File: config.mk
export PLATFORM = sky130hd
export DESIGN_NAME = nofx2_frame_packer_flat
export DESIGN_NICKNAME = d
export VERILOG_FILES = /design/src/rtl/nofx2_frame_packer_if.sv /design/src/rtl/nofx2_frame_packer.sv /design/src/flat_wrapper.sv
export SDC_FILE = /design/constraint.sdc
export NUM_CORES = 1
export LEC_CHECK = 0
export BUFFER_PORTS_ARGS = -buffer_cell sky130_fd_sc_hd__buf_2
export CAP_MARGIN = 20
export CORE_MARGIN = 2
export CORE_UTILIZATION = 50
export CTS_BUF_LIST = sky130_fd_sc_hd__clkbuf_4
export CTS_CLUSTER_SIZE = 30
export DETAILED_ROUTE_END_ITERATION = 6
export PLACE_DENSITY = 0.83
export SETUP_SLACK_MARGIN = 0.05
export SLEW_MARGIN = 20
export SYNTH_ARGS = -nofsm -noshare
export SYNTH_HDL_FRONTEND = slang
export SYNTH_SLANG_ARGS = --single-unit
File: constraint.sdc
create_clock -name clk -period 3.2 [get_ports clk]
set_input_delay 0.32 -clock clk [delete_from_list [all_inputs] [get_ports clk]]
set_output_delay 0.32 -clock clk [all_outputs]
set_load 0.05 [all_outputs]
File: src/rtl/nofx2_frame_packer_if.sv
// Handshake bundle for nofx2_frame_packer.
// The narrow word stream comes in and the wide beat stream goes out.
// master: the packer itself (accepts words, drives beats).
// slave : the surrounding logic (feeds words, consumes beats).
interface nofx2_frame_packer_if #(
    parameter int WORD_W = 16,
    parameter int LANES  = 2
);
    logic [WORD_W-1:0]       in_dat_i;
    logic                    in_valid_i;
    logic                    in_ready_o;
    logic [WORD_W*LANES-1:0] out_dat_o;
    logic                    out_valid_o;
    logic                    out_ready_i;
    logic                    out_last_o;

    modport master (
        input  in_dat_i, in_valid_i, out_ready_i,
        output in_ready_o, out_dat_o, out_valid_o, out_last_o
    );

    modport slave (
        output in_dat_i, in_valid_i, out_ready_i,
        input  in_ready_o, out_dat_o, out_valid_o, out_last_o
    );
endinterface

File: src/rtl/nofx2_frame_packer.sv
// nofx2_frame_packer: packs length-framed event words LANES at a time into
// wide beats for the event FIFO. Word 0 of a frame is the type, word 1 the
// total frame length in words. A frame tail is padded with PAD_WORD in the
// same cycle its last word is accepted.
// Optional feature macro: PACKER_STATS_EN adds frame_count_o / pad_count_o.
module nofx2_frame_packer #(
    parameter int                WORD_W    = 16,
    parameter int                LANES     = 2,
    parameter logic [WORD_W-1:0] PAD_WORD  = '0,
    parameter bit                BYTE_SWAP = 1'b1
) (
    input  logic                 clk,
    input  logic                 rst_i,
    nofx2_frame_packer_if.master bus,
    output logic                 busy_o,
    output logic                 len_err_o,
    output logic [21:0]          debug_o
`ifdef PACKER_STATS_EN
    ,
    output logic [31:0]          frame_count_o,
    output logic [15:0]          pad_count_o
`endif
);
    localparam int LW = $clog2(LANES);
    localparam int NB = WORD_W / 8;

    typedef enum logic [1:0] {
        IDLE   = 2'd0,
        LENGTH = 2'd1,
        DATA   = 2'd2
    } state_t;

    state_t                        state_q, state_d;
    logic [LW-1:0]                 lane_q, lane_d;
    logic [15:0]                   rem_q, rem_d;
    logic [LANES-2:0][WORD_W-1:0]  accum_q;
    logic [LANES-1:0][WORD_W-1:0]  beat_d;
    logic [LANES-1:0][WORD_W-1:0]  out_dat_q;
    logic                          out_valid_q;
    logic                          out_last_q;
    logic                          len_err_q;
    logic                          accept;
    logic                          is_final;
    logic                          beat_done;
    logic                          short_len;
    logic [WORD_W-1:0]             word_sw;
    logic [15:0]                   len_word;

    // The input side only stalls when a finished beat cannot leave.
    assign bus.in_ready_o = !out_valid_q || bus.out_ready_i;
    assign accept         = bus.in_valid_i && bus.in_ready_o;

    // The length field is taken from the raw word, before any byte swap.
    assign len_word = 16'(bus.in_dat_i);

    generate
        if (BYTE_SWAP) begin : g_swap
            for (genvar b = 0; b < NB; b++) begin : g_byte
                assign word_sw[b*8 +: 8] = bus.in_dat_i[(NB-1-b)*8 +: 8];
            end
        end else begin : g_noswap
            assign word_sw = bus.in_dat_i;
        end
    endgenerate

    // Frame tracking: decide whether the accepted word closes its frame.
    always_comb begin
        state_d   = state_q;
        rem_d     = rem_q;
        is_final  = 1'b0;
        short_len = 1'b0;
        if (accept) begin
            case (state_q)
                IDLE: state_d = LENGTH;
                LENGTH: begin
                    short_len = (len_word < 16'd2);
                    // Lengths 0 and 1 are treated as 2: the frame ends here.
                    if (len_word <= 16'd2) begin
                        rem_d    = '0;
                        is_final = 1'b1;
                        state_d  = IDLE;
                    end else begin
                        rem_d   = len_word - 16'd2;
                        state_d = DATA;
                    end
                end
                DATA: begin
                    rem_d = rem_q - 16'd1;
                    if (rem_q == 16'd1) begin
                        is_final = 1'b1;
                        state_d  = IDLE;
                    end
                end
                default: state_d = IDLE;
            endcase
        end
    end

    // Beat assembly: held lanes below, current word at lane, pad above.
    always_comb begin
        beat_done = accept && ((lane_q == LW'(LANES-1)) || is_final);
        lane_d    = lane_q;
        if (accept)
            lane_d = beat_done ? '0 : lane_q + LW'(1);
        for (int i = 0; i < LANES; i++)
            beat_d[i] = PAD_WORD;
        for (int i = 0; i < LANES-1; i++)
            if (i < int'(lane_q))
                beat_d[i] = accum_q[i];
        for (int i = 0; i < LANES; i++)
            if (i == int'(lane_q))
                beat_d[i] = word_sw;
    end

    // State, lane and remaining-count registers.
    always_ff @(posedge clk or posedge rst_i) begin
        if (rst_i) begin
            state_q   <= IDLE;
            lane_q    <= '0;
            rem_q     <= '0;
            len_err_q <= 1'b0;
        end else begin
            state_q   <= state_d;
            lane_q    <= lane_d;
            rem_q     <= rem_d;
            len_err_q <= short_len;
        end
    end

    // Park words that do not complete a beat; the top lane never needs it.
    always_ff @(posedge clk or posedge rst_i) begin
        if (rst_i) begin
            accum_q <= '0;
        end else if (accept && !beat_done) begin
            for (int i = 0; i < LANES-1; i++)
                if (i == int'(lane_q))
                    accum_q[i] <= word_sw;
        end
    end

    // Output register: load wins over clear so load+consume keeps streaming.
    always_ff @(posedge clk or posedge rst_i) begin
        if (rst_i) begin
            out_dat_q   <= '0;
            out_valid_q <= 1'b0;
            out_last_q  <= 1'b0;
        end else if (beat_done) begin
            out_dat_q   <= beat_d;
            out_valid_q <= 1'b1;
            out_last_q  <= is_final;
        end else if (bus.out_ready_i) begin
            out_valid_q <= 1'b0;
        end
    end

    assign bus.out_dat_o   = out_dat_q;
    assign bus.out_valid_o = out_valid_q;
    assign bus.out_last_o  = out_last_q;
    assign busy_o          = (state_q != IDLE) || (lane_q != '0);
    assign len_err_o       = len_err_q;
    assign debug_o         = {state_q, 4'(lane_q), rem_q};

`ifdef PACKER_STATS_EN
    logic [31:0] frame_cnt_q;
    logic [15:0] pad_cnt_q;
    logic [16:0] pad_sum;

    // Pad lanes in the closing beat are the lanes above the final word.
    assign pad_sum = {1'b0, pad_cnt_q} + 17'(LANES-1) - 17'(lane_q);

    // Frame counter wraps; pad counter saturates.
    always_ff @(posedge clk or posedge rst_i) begin
        if (rst_i) begin
            frame_cnt_q <= '0;
            pad_cnt_q   <= '0;
        end else if (accept && is_final) begin
            frame_cnt_q <= frame_cnt_q + 32'd1;
            pad_cnt_q   <= pad_sum[16] ? 16'hFFFF : pad_sum[15:0];
        end
    end

    assign frame_count_o = frame_cnt_q;
    assign pad_count_o   = pad_cnt_q;
`endif
endmodule

File: src/flat_wrapper.sv
// flat-port wrapper written by rule: the top's interface ports become plain ports
module nofx2_frame_packer_flat 
#(
    parameter int                WORD_W    = 16,
    parameter int                LANES     = 2,
    parameter logic [WORD_W-1:0] PAD_WORD  = '0,
    parameter bit                BYTE_SWAP = 1'b1
)
  (clk, rst_i, busy_o, len_err_o, debug_o, bus_in_dat_i, bus_in_valid_i, bus_out_ready_i, bus_in_ready_o, bus_out_dat_o, bus_out_valid_o, bus_out_last_o);
  nofx2_frame_packer_if #(.WORD_W(WORD_W), .LANES(LANES)) bus_i ();
  input  logic clk;
  input  logic rst_i;
  output logic busy_o;
  output logic len_err_o;
  output logic [21:0] debug_o;
  input wire logic [$bits(bus_i.in_dat_i)-1:0] bus_in_dat_i;
  input wire logic [$bits(bus_i.in_valid_i)-1:0] bus_in_valid_i;
  input wire logic [$bits(bus_i.out_ready_i)-1:0] bus_out_ready_i;
  output wire logic [$bits(bus_i.in_ready_o)-1:0] bus_in_ready_o;
  output wire logic [$bits(bus_i.out_dat_o)-1:0] bus_out_dat_o;
  output wire logic [$bits(bus_i.out_valid_o)-1:0] bus_out_valid_o;
  output wire logic [$bits(bus_i.out_last_o)-1:0] bus_out_last_o;
  assign bus_i.in_dat_i = bus_in_dat_i;
  assign bus_i.in_valid_i = bus_in_valid_i;
  assign bus_i.out_ready_i = bus_out_ready_i;
  assign bus_in_ready_o = bus_i.in_ready_o;
  assign bus_out_dat_o = bus_i.out_dat_o;
  assign bus_out_valid_o = bus_i.out_valid_o;
  assign bus_out_last_o = bus_i.out_last_o;
  nofx2_frame_packer #(.WORD_W(WORD_W), .LANES(LANES), .PAD_WORD(PAD_WORD), .BYTE_SWAP(BYTE_SWAP)) u_core (.clk(clk), .rst_i(rst_i), .bus(bus_i), .busy_o(busy_o), .len_err_o(len_err_o), .debug_o(debug_o));
endmodule
==> qor.txt, run 1 <==
Peak Freq = 383 MHz
Final Max Tran Viols = 0
CTS tree = yes
Clk sink count = 70
Final GP Congestion = 0.911
Synth unique cells = 51
Power Dens Cells = 1140 nW/um^2
Clock-pin slew on the worst setup and hold paths = 130 ps
Endpoints failing hold = 0
Slowest CP cell = or4_1
Min-delay worst type = input pin to register
Syn avg cell area = 10.2 um^2
Cell Count, Final, Fillers Out = 546
Area Overhead vs Synth = 15.4%
Cell count after synthesis = 367
Worst Setup Start Kind = register
DIE HEIGHT = 90.5 um
Worst slew margin = 53.6%
Crit-path cells = or4_1, or3_1, nor3_1, a2111o_1, buf_4, mux2_2
CP Class = register to register
Post-layout util = 59.5%
DP Cell Count = 530
DIE WIDTH = 90.5 um
Dpl hpwl = 6680 um
Crit end category = register
Final setup fails = 0
Largest net degree at the start of global routing = 46
DIE AREA = 8180 um^2
Postcts setup bufs = 0
Number of remaining DRC errors = 0
Total Nets Final = 469
Starting Density = 51.5%
Worst-path maximum fanout = 17
Worst-margin pin slew = 689 ps
First-pass GRT wire length = 14,900 um
Vias = 3,157
Fin crit share = 81.6%
Setup Skew = 20.6 ps
Lkg Pwr = 1.92 nW
Grt total ovfl = 0
CP required = 3500 ps
Total Routing Usage GR = 22.9%
Top delay family on crit path = simple AND/OR/NAND/NOR gates
Drt via density = 5.78
Worst path depth = 6
CTS root buf = clkbuf_4
Setup WS post-layout = 587 ps
Cell area after synthesis = 3740 um^2
Share of cells above drive strength 1 = 34.7%
Hold path cells = 3
Commonest non-fill, non-tap cell in the layout = buf_2
Flops & latches, synth = 70
Clock Path Buffers = 2
I/O pin cnt = 79
Max_cap viols = 0
Max H-tree Level = 3
Vias in the first global route = 3,018
Buffers on Ports = 75
Fin crit period = 2610 ps
Most frequent cells in the layout = 75 x buf_2, 70 x dfrtp_1, 58 x nand2_1
Post-route ant nets = 0
WL final = 9070 um
Clk Latency, worst-skew pair = 420 ps
Setup TNS = 0 ps
FFs w/ async S/R, synth = 100%
Initial antenna violation count = 0
Cts hold-fix bufs = 1
RSZ-0062 raised after global routing = no
Worst R2R Path Depth = 6
DP Worst Slack = 641 ps
Tot Pwr = 4.92 mW
Worst path buffer plus inverter count = 1
Post-synth EDFFs = 0
Yosys warning total = 0
Avg WL per Cell = 16.6 um
Core Region = 7250 um^2
DRT Pass-1 Iters = 4
Register area share after synthesis = 46.9%
Post_cts resized = 0
Post-synth top flop = dfrtp_1
# diodes = 0
Number of buffers created by CTS = 9
# rows = 31
Status = completed
Initial detailed-routing violation count = 204
Largest vdd supply drop = 0.720 mV
Slowest Stage Delay on Critical Path = 580 ps
Data arrival, critical path = 2910 ps
==> cell type report <==
| class | instances | area [um^2] |
|---|---|---|
| Clock buffer | 11 | 82.6 |
| Clock inverter | 4 | 25.0 |
| Fill cell | 645 | 2940 |
| Inverter | 9 | 33.8 |
| Multi-Input combinational cell | 266 | 1830 |
| Sequential cell | 70 | 1750 |
| Tap cell | 99 | 124 |
| Timing Repair Buffer | 87 | 468 |
==> routing by layer <==
layer / GRT usage, % / routed length [um] / up-vias
met5: 0 / 0 / -
met4: 8.85 / 156 / 0
met3: 5.34 / 681 / 19
met2: 35.9 / 4340 / 125
met1: 30.9 / 3890 / 1545
li1: - / - / 1468
==> path summary, 6_finish.rpt <==
path                                       start                       end  slack (ps)
setup / recovery                 u_core.rem_q[7]         u_core.accum_q[0]         590
hold / removal                  bus_in_dat_i[11]  u_core.bus.out_dat_o[19]         180
setup reg to reg                 u_core.rem_q[7]         u_core.accum_q[0]         590
hold reg to reg            u_core.bus.out_last_o     u_core.bus.out_last_o         490
max in group asynchronous                  rst_i  u_core.bus.out_dat_o[29]        1750
min in group asynchronous                  rst_i           u_core.rem_q[5]         480
==> worst reg2reg max path, stage by stage, from the launching register on <==
cell and delay, ps:
dfrtp_1 470, or4_1 580, or3_1 450, nor3_1 240
a2111o_1 140, buf_4 230, mux2_2 370
==> cells in the mapped netlist (all sizes together), types with 2 or more instances <==
| master | n | area, um^2 |
|---|---|---|
| or3 | 6 | 37.5 |
| o21ai | 26 | 130 |
| a221o | 4 | 40.0 |
| o22ai | 3 | 18.8 |
| and3 | 2 | 12.5 |
| nand3 | 6 | 30.0 |
| a31oi | 4 | 25.0 |
| mux2 | 47 | 529 |
| nand2b | 5 | 31.3 |
| inv | 8 | 30.0 |
| nand2 | 58 | 218 |
| nor4 | 9 | 62.6 |
| o31ai | 3 | 36.3 |
| o41ai | 2 | 17.5 |
| or4 | 7 | 60.1 |
| o311ai | 2 | 17.5 |
| xor2 | 5 | 43.8 |
| o221ai | 3 | 26.3 |
| and2 | 2 | 12.5 |
| nor3 | 12 | 65.1 |
| xnor2 | 6 | 52.6 |
| dfrtp | 70 | 1750 |
| ha | 6 | 75.1 |
| mux2i | 4 | 40.0 |
| nor2 | 15 | 56.3 |
| buf | 8 | 71.3 |
| nand4 | 2 | 12.5 |
| clkbuf | 16 | 60.1 |
| a21oi | 11 | 55.1 |
==> power by group <==
group,internal (mW),switching [mW]
registers,1.31,0.331
clock network,0.171,0.317
logic,0.843,1.95
total,2.32,2.60
==> through the flow <==
step | hold slack, ps | cell area, um^2
2_1_floorplan | 437 | 3750
3_5_place_dp | 404 | 4200
5_1_grt | 183 | 4310
4_1_cts | 162 | 4310
3_3_place_gp | 394 | 4200
6_report | 182 | 4310
==> cells by family after synthesis <==
family,synth area share [%]
DFF,46.9
muxes,15.2
xor gates and xnor gates,2.58
adders and majority gates,2.01
other,0.100
AOI/OAI and AO/OA,11.7
buffers and inverters,4.42
and+or+nand+nor,17.1
==> registers in the layout, summed over array words and instances (netlist names) <==
signal / count
u_core.len_err_o: 1
u_core.accum_q: 16
u_core.bus.out_valid_o: 1
u_core.rem_q: 16
u_core.bus.out_dat_o: 32
u_core.lane_q: 1
u_core.state_q: 2
u_core.bus.out_last_o: 1
Note: power is estimated with default switching activity, not from simulation.
==> inputs of run 2 (changes only) <==
--- a/config.mk
+++ b/config.mk
@@ -12,7 +12,7 @@
 export CTS_BUF_LIST = sky130_fd_sc_hd__clkbuf_4
 export CTS_CLUSTER_SIZE = 30
 export DETAILED_ROUTE_END_ITERATION = 6
-export PLACE_DENSITY = 0.83
+export PLACE_DENSITY = 0.86
 export SETUP_SLACK_MARGIN = 0.05
 export SLEW_MARGIN = 20
 export SYNTH_ARGS = -nofsm -noshare
==> constraint.sdc (replaced) <==
create_clock -name clk -period 2.4 [get_ports clk]
set_input_delay 0.24 -clock clk [delete_from_list [all_inputs] [get_ports clk]]
set_output_delay 0.24 -clock clk [all_outputs]
set_load 0.05 [all_outputs]
==> run 2 against run 1 <==
  * The run now ends with setup timing left
  * Sequential cell count unchanged
  * Die area unchanged
  * Largest cell class unchanged
  * Largest power group unchanged
  * Clock power increased by 44%
==> qor.txt, run 2 (synthesis results as in run 1) <==
CP Class = register to register
Worst-path maximum fanout = 17
Power Dens Cells = 1510 nW/um^2
Max_cap viols = 0
DIE WIDTH = 90.5 um
Vias = 3,398
Final setup fails = 26
Grt total ovfl = 0
Worst Hold Endpoint = u_core.bus.out_dat_o[28]
Commonest non-fill, non-tap cell in the layout = buf_2
Status = finished, violations left
Worst path buffer plus inverter count = 1
Fin crit share = 102%
Share of cells above drive strength 1 = 41.3%
Fill cell count = 607
CTS tree = yes
Cell Count, Final, Fillers Out = 566
Failing checks = setup timing
Top delay family on crit path = simple AND/OR/NAND/NOR gates
Clk sink count = 70
Starting Density = 51.5%
I/O pin cnt = 79
Clock Path Buffers = 2
Final Max Tran Viols = 0
Min-delay worst type = input pin to register
Peak Freq = 409 MHz
Slowest Stage Delay on Critical Path = 530 ps
Flop-to-flop setup slack = -50 ps
Worst Setup Start Kind = register
DIE HEIGHT = 90.5 um
Dpl hpwl = 7120 um
Post-route cell area = 4600 um^2
Total Routing Usage GR = 25.1%
Worst R2R Path Depth = 6
Clock-pin slew on the worst setup and hold paths = 130 ps
Crit-path cells = or4_4, or4_4, nor3_2, a2111o_1, buf_12, mux2_2
Post-route ant nets = 0
Slowest CP cell = or4_4
Crit end category = register
Post-layout util = 63.4%
First-pass GRT wire length = 16,500 um
Avg WL per Cell = 17.7 um
Endpoints failing hold = 0
Drt via density = 6.00
Worst-margin pin slew = 747 ps
Initial detailed-routing violation count = 248
Buffers on Ports = 75
Vias in the first global route = 3,307
# rows = 31
Number of buffers created by CTS = 9
DIE AREA = 8180 um^2
RSZ-0062 raised after global routing = yes
Total Nets Final = 488
Worst R2R End = u_core.accum_q[7]
CP most frequent cell = or4_4
Setup Skew = 13.6 ps
Data arrival, critical path = 2770 ps
Fin crit period = 2450 ps
Worst r2r src = u_core.rem_q[5]
Area Overhead vs Synth = 23.0%
# diodes = 0
CP required = 2720 ps
Core Region = 7250 um^2
Number of remaining DRC errors = 0
Clk Latency, worst-skew pair = 430 ps
Largest vdd supply drop = 1.02 mV
Hold Startpoint = bus_in_dat_i[4]
Final GP Congestion = 0.934
Worst slew margin = 50.1%
WL final = 10,000 um
Largest net degree at the start of global routing = 43
Hold path cells = 3
DP Worst Slack = -125 ps
CTS root buf = clkbuf_4
Lkg Pwr = 2.06 nW
Initial antenna violation count = 0
Fin Hold WS = 94.1 ps
DP Cell Count = 547
Max H-tree Level = 3
Area post-placement = 4410 um^2
Postcts setup bufs = 0
Setup WS post-layout = -47.4 ps
Number of flip-flops under the largest register name = 32
DRT Pass-1 Iters = 5
Most frequent cells in the layout = 75 x buf_2, 61 x dfrtp_1, 57 x nand2_1
-- run 2: cell count changes in the layout (fill, tap and decap cells not counted), moves of 3 or more --
cell / previous run / this run
dfrtp_2: 0 / 9
buf_12: 0 / 3
mux2_2: 46 / 41
mux2_4: 0 / 6
buf_4: 11 / 25
dfrtp_1: 70 / 61
o21ai_1: 7 / 14
o21ai_0: 19 / 12
-- run 2: routing by layer --
layer  routed length [um]  GRT usage [%]  vias to the layer above  part of all wire, %
met2                 4850           39.4                      189                   48
li1                     -              -                     1514                    -
met1                 4000           34.1                     1666                   40
met5                    0              0                        -                    0
met3                  938           4.51                       29                  9.4
met4                  227           11.2                        0                  2.3
-- run 2: timing repair --
item	in CTS	in global routing
endpoints found under the hold margin	28	0
pin swaps	7	0
hold buffers	1	0
gates resized for setup	6	3
cloned	2	0
endpoints found under the setup margin	51	53
-- run 2: per-stage QoR --
stage	TNS, ps	power (mW)
3_5_place_dp	-664	6.20
5_1_grt	-1840	7.33
6_report	-603	6.95
3_3_place_gp	-220	6.07
4_1_cts	-247	6.95
2_1_floorplan	-3670	5.12
-- run 2: worst max path at each step --
stage | depth (start not counted) | end | slack [ps] | startpoint
after floorplan | 5 | u_core.state_q[0] | -140 | u_core.rem_q[5]
after global placement | 5 | u_core.bus.out_dat_o[28] | -50 | u_core.rem_q[5]
after detailed placement | 5 | u_core.bus.out_dat_o[29] | -130 | u_core.rem_q[5]
after CTS | 6 | u_core.accum_q[4] | -40 | u_core.rem_q[5]
after global routing | 6 | u_core.accum_q[4] | -80 | u_core.rem_q[5]
final | 6 | u_core.accum_q[7] | -50 | u_core.rem_q[5]
-- run 2: power by group --
group          internal, mW  leakage, nW  switching [mW]
Combinational          1.33         1.16            2.76
Clock                 0.231       0.0634           0.469
Sequential             1.76        0.835           0.410
Total                  3.31         2.06            3.64
-- run 2: final cells by class --
type / instances / area [um^2] / share of cell area (%)
Clock inverter: 6 / 46.3 / 1.01
Clock buffer: 10 / 75.1 / 1.63
Multi-Input combinational cell: 268 / 1920 / 41.8
Timing Repair Buffer: 104 / 633 / 13.8
Tap cell: 99 / 124 / 2.69
Sequential cell: 70 / 1760 / 38.3
Inverter: 9 / 33.8 / 0.734
-- run 2: worst min-delay path, stage by stage --
cell	delay, ps
buf_2	150
nand2_1	60
o21ai_1	50
